File: src/rtl/aurora_64b66b_25p78g_qpll_reset_ctrl_pkg.sv
// Shared types and constants for the QPLL0 reset sequencer.
package aurora_64b66b_25p78g_qpll_reset_ctrl_pkg;

    // Encodings are also the debug codes presented on o_state_dbg.
    typedef enum logic [2:0] {
        ST_RESET_HOLD  = 3'd0,
        ST_WAIT_LOCK   = 3'd1,
        ST_STABLE      = 3'd2,
        ST_READY       = 3'd3,
        ST_WAIT_REFCLK = 3'd4
    } qpll_state_e;

    localparam int unsigned DEF_RESET_CYCLES = 128;
    localparam int unsigned DEF_LOCK_TIMEOUT = 65536;
    localparam int unsigned DEF_LOCK_STABLE  = 1024;

    function automatic int unsigned f_clog2(input int unsigned val);
        int unsigned r = 0;
        while ((64'd1 << r) < 64'(val)) r++;
        return r;
    endfunction

    function automatic int unsigned f_max3(input int unsigned a, input int unsigned b,
                                           input int unsigned c);
        int unsigned m = a;
        if (b > m) m = b;
        if (c > m) m = c;
        return m;
    endfunction

endpackage

File: src/rtl/aurora_64b66b_25p78g_qpll_reset_ctrl_sync_bit.sv
// Multi-flop synchronizer for a single asynchronous level into init_clk.
module aurora_64b66b_25p78g_qpll_reset_ctrl_sync_bit #(
    parameter int unsigned SYNC_STAGES = 2
) (
    input  logic init_clk,
    input  logic reset_n,
    input  logic i_async,
    output logic o_sync
);

    (* ASYNC_REG = "TRUE" *) logic [SYNC_STAGES-1:0] r_sync;

    // Shift the asynchronous level through the flop chain.
    always_ff @(posedge init_clk or negedge reset_n) begin
        if (!reset_n) r_sync <= '0;
        else          r_sync <= {r_sync[SYNC_STAGES-2:0], i_async};
    end

    assign o_sync = r_sync[SYNC_STAGES-1];

endmodule

File: src/rtl/aurora_64b66b_25p78g_qpll_reset_ctrl.sv
// QPLL0 reset sequencer and lock monitor.
//   state          | meaning
//   RESET_HOLD     | qpll0_reset asserted for RESET_CYCLES
//   WAIT_LOCK      | reset released, waiting for lock (bounded by LOCK_TIMEOUT)
//   STABLE         | lock seen, counting LOCK_STABLE consecutive lock cycles
//   READY          | qpll_ready asserted, monitoring lock/refclk/requests
//   WAIT_REFCLK    | reference clock lost, PLL held in reset until it returns
module aurora_64b66b_25p78g_qpll_reset_ctrl
    import aurora_64b66b_25p78g_qpll_reset_ctrl_pkg::*;
#(
    parameter int unsigned RESET_CYCLES = DEF_RESET_CYCLES,
    parameter int unsigned LOCK_TIMEOUT = DEF_LOCK_TIMEOUT,
    parameter int unsigned LOCK_STABLE  = DEF_LOCK_STABLE,
    parameter int unsigned CNT_W        = 8,
    parameter int unsigned SYNC_STAGES  = 2
) (
    input  logic             init_clk,
    input  logic             reset_n,
    input  logic             i_qpll0_lock,
    input  logic             i_qpll0_refclklost,
    input  logic             i_pll_reset_req,
    output logic             o_qpll0_reset,
    output logic             o_qpll_ready,
    output logic             o_lock_timeout_err,
    output logic [CNT_W-1:0] o_relock_count,
    output logic [2:0]       o_state_dbg
);

    localparam int unsigned TW = f_clog2(f_max3(RESET_CYCLES, LOCK_TIMEOUT, LOCK_STABLE));
    localparam logic [TW-1:0]    TC_RESET  = TW'(RESET_CYCLES - 1);
    localparam logic [TW-1:0]    TC_LOCK   = TW'(LOCK_TIMEOUT - 1);
    localparam logic [TW-1:0]    TC_STABLE = TW'(LOCK_STABLE - 1);
    localparam logic [CNT_W-1:0] CNT_MAX   = '1;

    logic             w_lock_s;
    logic             w_lost_s;
    qpll_state_e      r_state;
    qpll_state_e      w_state_nxt;
    logic [TW-1:0]    r_timer;
    logic [TW-1:0]    w_timer_nxt;
    logic             w_relock;
    logic             w_timeout;
    logic             r_qpll0_reset;
    logic             r_qpll_ready;
    logic             r_lock_timeout_err;
    logic [CNT_W-1:0] r_relock_count;

    aurora_64b66b_25p78g_qpll_reset_ctrl_sync_bit #(.SYNC_STAGES(SYNC_STAGES)) u_sync_lock (
        .init_clk (init_clk),
        .reset_n  (reset_n),
        .i_async  (i_qpll0_lock),
        .o_sync   (w_lock_s)
    );

    aurora_64b66b_25p78g_qpll_reset_ctrl_sync_bit #(.SYNC_STAGES(SYNC_STAGES)) u_sync_lost (
        .init_clk (init_clk),
        .reset_n  (reset_n),
        .i_async  (i_qpll0_refclklost),
        .o_sync   (w_lost_s)
    );

    // Next-state decode: refclk loss beats a reset request, which beats the local rules.
    always_comb begin
        w_state_nxt = r_state;
        w_timer_nxt = r_timer + 1'b1;
        w_relock    = 1'b0;
        w_timeout   = 1'b0;
        if (w_lost_s) begin
            w_state_nxt = ST_WAIT_REFCLK;
            w_timer_nxt = '0;
        end else if (i_pll_reset_req) begin
            // A request during RESET_HOLD only restarts the hold; it is not a new re-sequence.
            w_state_nxt = ST_RESET_HOLD;
            w_timer_nxt = '0;
            w_relock    = (r_state != ST_RESET_HOLD);
        end else begin
            case (r_state)
                ST_RESET_HOLD: begin
                    if (r_timer == TC_RESET) begin
                        w_state_nxt = ST_WAIT_LOCK;
                        w_timer_nxt = '0;
                    end
                end
                ST_WAIT_LOCK: begin
                    if (w_lock_s) begin
                        w_state_nxt = ST_STABLE;
                        w_timer_nxt = '0;
                    end else if (r_timer == TC_LOCK) begin
                        w_state_nxt = ST_RESET_HOLD;
                        w_timer_nxt = '0;
                        w_timeout   = 1'b1;
                        w_relock    = 1'b1;
                    end
                end
                ST_STABLE: begin
                    if (!w_lock_s) begin
                        w_state_nxt = ST_WAIT_LOCK;
                        w_timer_nxt = '0;
                    end else if (r_timer == TC_STABLE) begin
                        w_state_nxt = ST_READY;
                        w_timer_nxt = '0;
                    end
                end
                ST_READY: begin
                    w_timer_nxt = '0;
                    if (!w_lock_s) begin
                        w_state_nxt = ST_RESET_HOLD;
                        w_relock    = 1'b1;
                    end
                end
                ST_WAIT_REFCLK: begin
                    w_state_nxt = ST_RESET_HOLD;
                    w_timer_nxt = '0;
                    w_relock    = 1'b1;
                end
                default: begin
                    w_state_nxt = ST_RESET_HOLD;
                    w_timer_nxt = '0;
                end
            endcase
        end
    end

    // State, timer and registered outputs, all derived from the next state.
    always_ff @(posedge init_clk or negedge reset_n) begin
        if (!reset_n) begin
            r_state            <= ST_RESET_HOLD;
            r_timer            <= '0;
            r_qpll0_reset      <= 1'b1;
            r_qpll_ready       <= 1'b0;
            r_lock_timeout_err <= 1'b0;
            r_relock_count     <= '0;
        end else begin
            r_state       <= w_state_nxt;
            r_timer       <= w_timer_nxt;
            r_qpll0_reset <= (w_state_nxt == ST_RESET_HOLD) || (w_state_nxt == ST_WAIT_REFCLK);
            r_qpll_ready  <= (w_state_nxt == ST_READY);
            if (w_timeout) r_lock_timeout_err <= 1'b1;
            if (w_relock && (r_relock_count != CNT_MAX)) r_relock_count <= r_relock_count + 1'b1;
        end
    end

    assign o_qpll0_reset      = r_qpll0_reset;
    assign o_qpll_ready       = r_qpll_ready;
    assign o_lock_timeout_err = r_lock_timeout_err;
    assign o_relock_count     = r_relock_count;
    assign o_state_dbg        = r_state;

endmodule

File: config.mk
export PLATFORM = sky130hd
export DESIGN_NAME = aurora_64b66b_25p78g_qpll_reset_ctrl
export DESIGN_NICKNAME = d
export VERILOG_FILES = /design/src/rtl/aurora_64b66b_25p78g_qpll_reset_ctrl_pkg.sv /design/src/rtl/aurora_64b66b_25p78g_qpll_reset_ctrl_sync_bit.sv /design/src/rtl/aurora_64b66b_25p78g_qpll_reset_ctrl.sv
export SDC_FILE = /design/constraint.sdc
export NUM_CORES = 1
export LEC_CHECK = 0
export ABC_AREA = 1
export BUFFER_PORTS_ARGS = -buffer_cell sky130_fd_sc_hd__buf_2
export CAP_MARGIN = 25
export CORE_ASPECT_RATIO = 0.9
export CORE_UTILIZATION = 39
export DETAILED_ROUTE_END_ITERATION = 8
export GPL_ROUTABILITY_DRIVEN = 0
export REMOVE_ABC_BUFFERS = 1
export SLEW_MARGIN = 30
export SYNTH_ARGS = -nofsm -noshare
export SYNTH_HDL_FRONTEND = slang
export SYNTH_SLANG_ARGS = --single-unit
File: constraint.sdc
create_clock -name init_clk -period 2.5 [get_ports init_clk]
set_clock_uncertainty 0.2 [all_clocks]
set_input_delay 0.375 -clock init_clk [delete_from_list [all_inputs] [get_ports init_clk]]
set_output_delay 0.375 -clock init_clk [all_outputs]
set_load 0.03 [all_outputs]
==> results of run 1 <==
## repair_timing
action | CTS | global route
resized for setup | 0 | 0
endpoints found under the setup margin | 0 | 0
endpoints found under the hold margin | 35 | 0
hold buffers | 3 | 0
## worst max-delay path by stage
stage                            startpoint                end  slack [ns]  cells past startpoint
final                     o_relock_count[0]  o_relock_count[2]        0.53                      9
after global routing      o_relock_count[0]  o_relock_count[2]        0.39                      9
after CTS                 o_relock_count[0]  o_relock_count[2]        0.51                      9
after detailed placement  o_relock_count[0]  o_relock_count[2]        0.52                      9
after global placement    o_relock_count[0]  o_relock_count[2]        0.55                      9
after floorplan           o_relock_count[0]  o_relock_count[2]        0.56                      9
## through the flow
stage / power (mW) / instance area (um^2) / cells / hold WS (ns)
after floorplan: 0.798 / 1810 / 218 / -0.121
after global placement: 0.871 / 1980 / 298 / 0.132
after detailed placement: 0.875 / 1980 / 298 / 0.137
after CTS: 1.29 / 2100 / 309 / 0.151
after global routing: 1.35 / 2100 / 309 / 0.166
final: 1.27 / 2100 / 309 / 0.149
## cell families after synthesis
group	Yosys count	share of synthesized area, %
AND/OR/NAND/NOR	124	32.9
flip-flops	34	46.7
buffers and inverters	32	6.99
XOR/XNOR	16	7.68
AO/OA/AOI/OAI	12	4.39
adder cells (fa/ha/maj)	2	1.37
## cell usage in the layout, fill, tap and decap left out, types with 3 or more instances in the layout
master / Yosys / final
nand2_1: 45 / 45
nand3_1: 20 / 20
nor2_1: 32 / 32
nand2_2: 4 / 4
clkbuf_8: 0 / 6
dlygate4sd3_1: 0 / 3
buf_2: 0 / 18
xnor2_1: 7 / 7
nand4_1: 6 / 6
nand3_2: 3 / 3
nor3_1: 5 / 5
o21ai_0: 3 / 3
dfrtp_1: 33 / 33
xor2_1: 9 / 9
inv_1: 28 / 28
## area by class of cell
type / instances / area [um^2] / share of cell area, %
clock inverter: 1 / 5.00 / 0.238
inverter: 30 / 113 / 5.36
sequential: 34 / 852 / 40.6
tap: 62 / 77.6 / 3.69
clock buffer: 7 / 86.3 / 4.11
multi-input combinational: 154 / 846 / 40.3
timing repair buffer: 21 / 120 / 5.72
## layer usage
| metal | wire [um] | GRT usage [%] | vias to the layer above | part of all wire, % |
|---|---|---|---|---|
| li1 | - | - | 750 | - |
| met1 | 1810 | 21.4 | 663 | 54 |
| met2 | 1430 | 23.8 | 17 | 43 |
| met3 | 99 | 4.54 | 2 | 3.0 |
| met4 | 10 | 2.16 | 0 | 0.30 |
| met5 | 0 | 0 | - | 0 |
## worst register-to-register path, stage by stage (launching register included)
cell,delay (ns)
dfrtp_1,0.43
ha_1,0.25
nand3_1,0.11
nor2_1,0.05
nand2_1,0.08
nor2_1,0.06
a21oi_2,0.37
nand2_4,0.15
nand2_1,0.10
o21ai_2,0.05
## sequential cells by signal, indices dropped and copies added (netlist names)
signal,flops
o_lock_timeout_err,1
o_qpll0_reset,1
o_qpll_ready,1
o_relock_count,8
o_state_dbg,3
r_timer,16
u_sync_lock.r_sync,2
u_sync_lost.r_sync,2
## power by group through the flow
stage / clock network (mW) / logic (mW) / registers, mW
floorplan: 0 / 0.0902 / 0.707
global placement: 0 / 0.219 / 0.652
detailed placement: 0 / 0.224 / 0.651
CTS: 0.423 / 0.226 / 0.643
global route: 0.450 / 0.245 / 0.650
finish: 0.408 / 0.223 / 0.643
==> flow_summary_export.csv, run 1 <==
group,metric,value,unit
global_routing,grt_usage,15.3,%
cells_and_area,fill_cells,454,
clock_tree,cts.sinks,34,
clock_tree,clkSlewWorstSetupHoldPaths,0.07,ns
power_and_ir_drop,p_int,886,uW
timing,max_freq,0.507,GHz
place,place_ws,0.525,ns
clock_tree,post_cts_buffers,0,
global_routing,antenna_found_initial,0,
timing,fin_crit_sh,78.9,%
hold_path,hold_class,"reg2reg",
critical_path,criticalPathCategory,"reg2reg",
routing,ant_nets,0,
cells_and_area,syn_to_final_growth,15.0,%
synth,yosysUniqueCellTypes,31,
critical_path,critPathBufInv,0,
timing,tightest_slew,0.737,ns
critical_path,reg2reg_slack,0.53,ns
synth,synth_warnings,0,
power_and_ir_drop,p_sw,388,uW
critical_path,critPathArrivalTime,1.94,ns
power_and_ir_drop,power.share.combinational,17.5,%
synth,synth_seq_cells,34,
synth,async_flop_share,100,%
routing,drtIter0Drc,52,
routing,avgViaCountPerCell,4.63,
synth,yosys-top-cells-count,"nand2_1 (45), dfrtp_1 (33), nor2_1 (32)",
global_routing,grt-ovfl-total,0,
synth,avgSynthCellArea,8.30,um^2
routing,wl_per_cell,10.8,um
cells_and_area,drive_gt1_share,17.8,%
critical_path,cp-end-kind,"flop",
critical_path,worstRegToRegCells,9,
routing,routed_wl,3350,um
synth,seq_area_frac_synth,46.7,%
timing,slew_viol_final,0,
critical_path,crit_fanout,9,
flow_run,max_cap_viol_count,0,
timing,slew-limit-headroom,50.8,%
timing,hold_viol,0,
floorplanning,die_h,66.9,um
synth,yosysMostFrequentCell,"nand2_1",
synth,yosysTopAreaCellShare,45.2,%
critical_path,path_delay_family,"simple AND/OR/NAND/NOR gates",
synth,synth_flop_cell,"dfrtp_1",
synth,synthesis.area,0.00183,mm^2
timing,setup_viol,0,
critical_path,worstPathCellList,"ha_1, nand3_1, nor2_1, nand2_1, nor2_1, a21oi_2, nand2_4, nand2_1, o21ai_2",
clock_tree,root_buffer,"clkbuf_8",
clock_tree,cts_tree,"done",
power_and_ir_drop,power_frac_seq,50.5,%
run_status,status,"complete, no violations",
cells_and_area,final_core_util,47.1,%
place,io_buffers,18,
power_and_ir_drop,vdd_ir_drop_max,0.000638,V
timing,period_minus_slack,1.97,ns
cells_and_area,fin_nets,253,
global_routing,grt_pass1_wl,5910,um
power_and_ir_drop,p_sw_share,30.4,%
synth,yosysTopAreaCell,"dfrtp_1",
hold_path,min_path_cells,0,
hold_path,hold_end,"u_sync_lost.r_sync[1]",
critical_path,cp.required,2.46,ns
clock_tree,htreeDepth,2,
floorplanning,dieArea,0.00496,mm^2
power_and_ir_drop,pwr-share-clk,32.0,%
timing,fin_setup_tns,0,ns
critical_path,slowest_stage,"dfrtp_1",
synth,synthTopCellsByArea,"dfrtp_1 (45%), nand2_1 (9.3%), nor2_1 (6.6%), inv_1 (5.8%), nand3_1 (5.5%)",
floorplanning,num_rows,23,
cells_and_area,antennaDiodeCount,0,
critical_path,startpoint_type,"flop",
power_and_ir_drop,power.leakage,1.03,nW
synth,synth-edff-count,0,
place,hpwl,2470,um
timing,setup_ws,0.527,ns
clock_tree,cts_buffer_depth,2,
global_routing,grt_pass1_vias,1337,
routing,vias,1432,
clock_tree,cts_buffers,5,
floorplanning,start_util,40.9,%
critical_path,slowest_delay,0.43,ns
critical_path,r2r-start,"o_relock_count[0]",
critical_path,reg2reg_to,"o_relock_count[2]",
floorplanning,ios,19,
global_routing,grt_max_degree,35,
power_and_ir_drop,power_density,607,mW/mm^2
clock_tree,clock_latency,0.27,ns
timing,rsz0062_at_grt,"no",
floorplanning,die_w,74.1,um
hold_path,worstHoldStart,"u_sync_lost.r_sync[0]",
routing,drcViolationCount,0,
routing,drt-pass1-iter-count,4,
floorplanning,core_area,0.00446,mm^2
synth,synthCells,220,
No activity file was read; power rests on OpenSTA's default activity.
==> inputs of run 2 (changes only) <==
Clock period 2.5 ns to 1.7 ns, I/O delays scaled along.
==> run 2 against run 1 <==
The run now ends with negative setup slack left; global-route usage up 2.4 points; sequential cell count unchanged; cell count up 12%; clock-buffer cell count down 1; core utilization up 8.2 points; routed wire length up 16%; design area up 18%; critical path depth up 1; register-to-register slack worse by 0.60 ns; sequential share of layout area down 6.1 points; sequential power up 42%; worst setup slack worse by 0.60 ns; critical path type unchanged.
==> flow_summary_export.csv, run 2 (synthesis gave the netlist of run 1 again) <==
group,metric,value,unit
run_status,status,"finished with violations",
run_status,violations,"negative setup slack",
cells_and_area,largest_register_ffs,16,
cells_and_area,drive_gt1_share,34.2,%
floorplanning,die_h,66.9,um
power_and_ir_drop,power_density,807,mW/mm^2
routing,wl_per_cell,11.3,um
critical_path,critPathBufInv,3,
critical_path,criticalPathCategory,"reg2reg",
timing,period_minus_slack,1.77,ns
cells_and_area,antennaDiodeCount,0,
timing,hold_viol,0,
global_routing,antenna_found_initial,0,
cells_and_area,fill_cells,404,
routing,routed_wl,3900,um
routing,drt-pass1-iter-count,4,
clock_tree,clkSlewWorstSetupHoldPaths,0.07,ns
global_routing,grt_pass1_vias,1445,
cells_and_area,syn_to_final_growth,35.2,%
timing,fin_setup_tns,-1.06,ns
critical_path,cp_common_cell,"nand3_1",
cells_and_area,final_core_util,55.3,%
critical_path,cp.required,1.69,ns
power_and_ir_drop,p_int,1.36,mW
cells_and_area,largest_register,"r_timer",
critical_path,crit_fanout,4,
critical_path,slowest_delay,0.40,ns
floorplanning,ios,19,
flow_run,max_cap_viol_count,0,
timing,slew-limit-headroom,72.0,%
routing,drcViolationCount,0,
power_and_ir_drop,vdd_ir_drop_max,0.000703,V
power_and_ir_drop,pwr-share-clk,32.1,%
timing,fin_crit_sh,104,%
routing,avgViaCountPerCell,4.63,
global_routing,grt_usage,17.8,%
power_and_ir_drop,power.leakage,1.22,nW
clock_tree,cts_tree,"done",
timing,setup_viol,25,
clock_tree,root_buffer,"clkbuf_8",
place,io_buffers,18,
critical_path,cp-end-kind,"flop",
critical_path,slowest_stage,"dfrtp_1",
floorplanning,dieArea,0.00496,mm^2
clock_tree,htreeDepth,2,
floorplanning,num_rows,23,
cells_and_area,final_common_cell,"nand2_1",
critical_path,worstPathCellList,"ha_4, nand3_4, buf_4, buf_4, nor3_1, nand3_1, nand3_1, nand3_1, nand2_1, inv_1",
critical_path,critPathArrivalTime,1.77,ns
timing,setup_ws,-0.0747,ns
cells_and_area,fin_nets,290,
routing,drtIter0Drc,103,
place,place_ws,-0.0617,ns
hold_path,hold_class,"in2reg",
timing,max_freq,0.563,GHz
clock_tree,cts_buffers,5,
clock_tree,cts_buffer_depth,2,
clock_tree,cts.sinks,34,
floorplanning,core_area,0.00446,mm^2
timing,tightest_slew,0.421,ns
global_routing,grt_max_degree,35,
power_and_ir_drop,power_frac_seq,46.0,%
timing,slew_viol_final,0,
floorplanning,die_w,74.1,um
global_routing,grt-ovfl-total,0,
power_and_ir_drop,p_sw_share,31.4,%
timing,rsz0062_at_grt,"yes",
power_and_ir_drop,power.share.combinational,21.9,%
power_and_ir_drop,p_sw,625,uW
floorplanning,start_util,40.9,%
critical_path,startpoint_type,"flop",
place,hpwl,2730,um
routing,vias,1603,
cells_and_area,layout_common_cells,"nand2_1 (43), buf_4 (34), dfrtp_1 (33)",
routing,ant_nets,0,
critical_path,path_delay_family,"simple AND/OR/NAND/NOR gates",
global_routing,grt_pass1_wl,6520,um
clock_tree,clock_latency,0.29,ns
-- run 2: changes by cell type in the layout (fill, tap and decap cells not counted), moves of 2 or more --
cell,delta
buf_4,+34
buf_6,+2
ha_1,-2
nand2_1,-2
nand2_2,+2
nand3_1,-4
nand3_2,+4
nor2_1,-4
nor2_2,+4
-- run 2: power groups by stage --
stage | clock [mW] | sequential, mW | combinational (mW)
finish | 0.639 | 0.915 | 0.436
CTS | 0.662 | 0.916 | 0.434
global placement | 0 | 0.925 | 0.419
global route | 0.695 | 0.923 | 0.483
detailed placement | 0 | 0.926 | 0.424
floorplan | 0 | 1.04 | 0.133
-- run 2: area by class of cell --
type | count | area [um^2] | area share [%]
flip-flops and latches | 34 | 852 | 34.5
clock buffers | 6 | 82.6 | 3.35
clock inverters | 2 | 12.5 | 0.507
well taps | 62 | 77.6 | 3.14
multi-input cells | 154 | 912 | 37.0
inverters | 30 | 113 | 4.56
repair buffers | 58 | 418 | 16.9
-- run 2: worst min-delay path, delay by kind of cell --
| family | cells | cell delay [ns] |
|---|---|---|
| AOI/OAI and AO/OA | 1 | 0.11 |
| buffers and inverters | 1 | 0.09 |
| and+or+nand+nor | 1 | 0.06 |
-- run 2: worst paths after layout --
check / startpoint / end / slack [ns] / depth (start not counted)
max: r_timer[0] / r_timer[1] / -0.07 / 10
min: i_pll_reset_req / o_qpll0_reset / 0.05 / 3
max reg2reg: r_timer[0] / r_timer[1] / -0.07 / 10
min reg2reg: u_sync_lock.r_sync[0] / u_sync_lock.r_sync[1] / 0.15 / 0
max in group asynchronous: reset_n / o_qpll0_reset / 0.65 / 3
min in group asynchronous: reset_n / o_state_dbg[1] / 0.33 / 3
-- run 2: metal layers --
metal,global-route usage [%],share of wire [%]
met4,7.93,1.8
met3,4.08,3.9
met2,25.7,43
met1,24.9,51
met5,0,0
-- run 2: stage by stage --
stage | area, um^2 | instances | hold slack [ns] | total power [mW]
after global routing | 2470 | 346 | 0.0700 | 2.10
after global placement | 2210 | 327 | 0.106 | 1.34
after floorplan | 1810 | 218 | -0.241 | 1.17
final | 2470 | 346 | 0.0514 | 1.99
after CTS | 2390 | 343 | 0.0698 | 2.01
after detailed placement | 2210 | 327 | 0.108 | 1.35
-- run 2: what timing repair did --
item                                   in CTS  in global routing
pin swaps                                   3                 12
resized for setup                           3                 18
hold buffers                                3                  0
setup buffers                               5                  3
endpoints found under the hold margin      35                  0
setup endpoints to repair                  23                 26
==> inputs of run 3 (changes only) <==
Settings changed: REMOVE_ABC_BUFFERS 1 to default, TNS_END_PERCENT from default to 20.
==> run 3 against run 2 <==
The flow still finishes with violations (negative setup slack); non-clock buffer count shrank 7; die area unchanged; sequential power down 0.5%.
==> flow_summary_export.csv, run 3 (synthesis gave the netlist of run 1 again) <==
group,metric,value,unit
cells_and_area,largest_register,"r_timer",
run_status,status,"finished with violations",
routing,routed_wl,3910,um
global_routing,grt_max_degree,18,
routing,ant_nets,0,
critical_path,critPathArrivalTime,1.76,ns
floorplanning,dieArea,0.00496,mm^2
flow_run,max_cap_viol_count,0,
run_status,violations,"negative setup slack",
critical_path,cp-end-kind,"flop",
routing,avgViaCountPerCell,4.61,
timing,hold_viol,0,
global_routing,grt_pass1_wl,6730,um
floorplanning,num_rows,23,
clock_tree,clock_latency,0.29,ns
cells_and_area,drive_gt1_share,30.7,%
routing,vias,1564,
power_and_ir_drop,vdd_ir_drop_max,0.000955,V
timing,slew-limit-headroom,74.8,%
power_and_ir_drop,power,2.05,mW
routing,drcViolationCount,0,
place,hpwl,2940,um
routing,drtIter0Drc,118,
cells_and_area,syn_to_final_growth,31.9,%
clock_tree,cts_buffer_depth,2,
timing,tightest_slew,0.376,ns
timing,setup_ws,-0.0292,ns
critical_path,startpoint_type,"flop",
global_routing,grt-ovfl-total,0,
critical_path,crit_fanout,5,
global_routing,grt_pass1_vias,1494,
floorplanning,start_util,40.9,%
clock_tree,root_buffer,"clkbuf_8",
timing,rsz0062_at_grt,"yes",
global_routing,grt_usage,18.4,%
cells_and_area,fin_nets,283,
critical_path,criticalPathCategory,"reg2reg",
global_routing,antenna_found_initial,0,
timing,setup_viol,19,
floorplanning,core_area,0.00446,mm^2
timing,fin_setup_tns,-0.230,ns
critical_path,cp.required,1.73,ns
power_and_ir_drop,power.leakage,1.20,nW
routing,wl_per_cell,11.5,um
clock_tree,cts_tree,"done",
clock_tree,clkSlewWorstSetupHoldPaths,0.07,ns
floorplanning,die_w,74.1,um
cells_and_area,finalInstanceArea,0.00241,mm^2
timing,period_minus_slack,1.73,ns
clock_tree,cts_buffers,5,
clock_tree,htreeDepth,2,
power_and_ir_drop,power_density,851,mW/mm^2
routing,drt-pass1-iter-count,4,
clock_tree,cts.sinks,34,
cells_and_area,antennaDiodeCount,0,
cells_and_area,largest_register_ffs,16,
timing,slew_viol_final,0,
cells_and_area,layout_common_cells,"nand2_1 (44), nor2_1 (31), dfrtp_1 (31)",
place,dpl_cell_area,0.00220,mm^2
hold_path,hold_class,"in2reg",
timing,fin_crit_sh,102,%
synth,syn_nets,227,
floorplanning,die_h,66.9,um
floorplanning,ios,19,
place,io_buffers,18,
timing,max_freq,0.578,GHz
cells_and_area,final_common_cell,"nand2_1",
## run 3: cell type report
cell class	instances	area, um^2
Sequential cell	34	855
Clock inverter	1	5.00
Timing Repair Buffer	51	370
Inverter	30	113
Fill cell	432	2050
Tap cell	62	77.6
Multi-Input combinational cell	154	902
Clock buffer	7	86.3
## run 3: power by group
part           internal (mW)  switching, mW  total, mW
logic                  0.212          0.293      0.505
clock network          0.327          0.307      0.634
registers              0.867         0.0422      0.910
## run 3: through the flow
step                      worst slack (ns)  util [%]  instances  hold WS, ns
after floorplan                    -0.0900         -        220       -0.241
after global placement             -0.0397      49.3        323     -0.00663
after detailed placement           -0.0902      49.3        323     -0.00545
after CTS                          -0.0306      53.6        338       0.0820
after global routing                -0.152      54.0        339       0.0924
final                              -0.0292      54.0        339       0.0705
## run 3: critical path, cell delays in order, from the launching register on
cell      delay [ns]
dfrtp_2         0.42
ha_4            0.17
nand3_2         0.06
nor2_1          0.04
nand2_1         0.10
nor2_1          0.06
a21oi_2         0.25
buf_4           0.20
nand3b_1        0.09
nand2_1         0.07
## run 3: worst paths after layout
path	endpoint	startpoint	slack [ns]	cells after the start
min reg2reg	u_sync_lock.r_sync[1]	u_sync_lock.r_sync[0]	0.15	0
max in group asynchronous	o_qpll0_reset	reset_n	0.56	3
min in group asynchronous	r_timer[12]	reset_n	0.21	2
max	o_relock_count[0]	o_relock_count[1]	-0.03	9
max reg2reg	o_relock_count[0]	o_relock_count[1]	-0.03	9
min	o_qpll0_reset	i_pll_reset_req	0.07	3
## run 3: metal layers
layer,global-route usage [%],wire (um)
met5,0,0
met4,7.21,63
met3,4.08,111
met2,28.6,1820
met1,24.5,1920
## run 3: repair_timing
item	4_1_cts	5_1_grt
endpoints found under the setup margin	22	26
buffers inserted	4	1
hold buffers	3	0
pin swaps	8	2
gates resized for setup	4	7
hold endpoints to repair	17	0
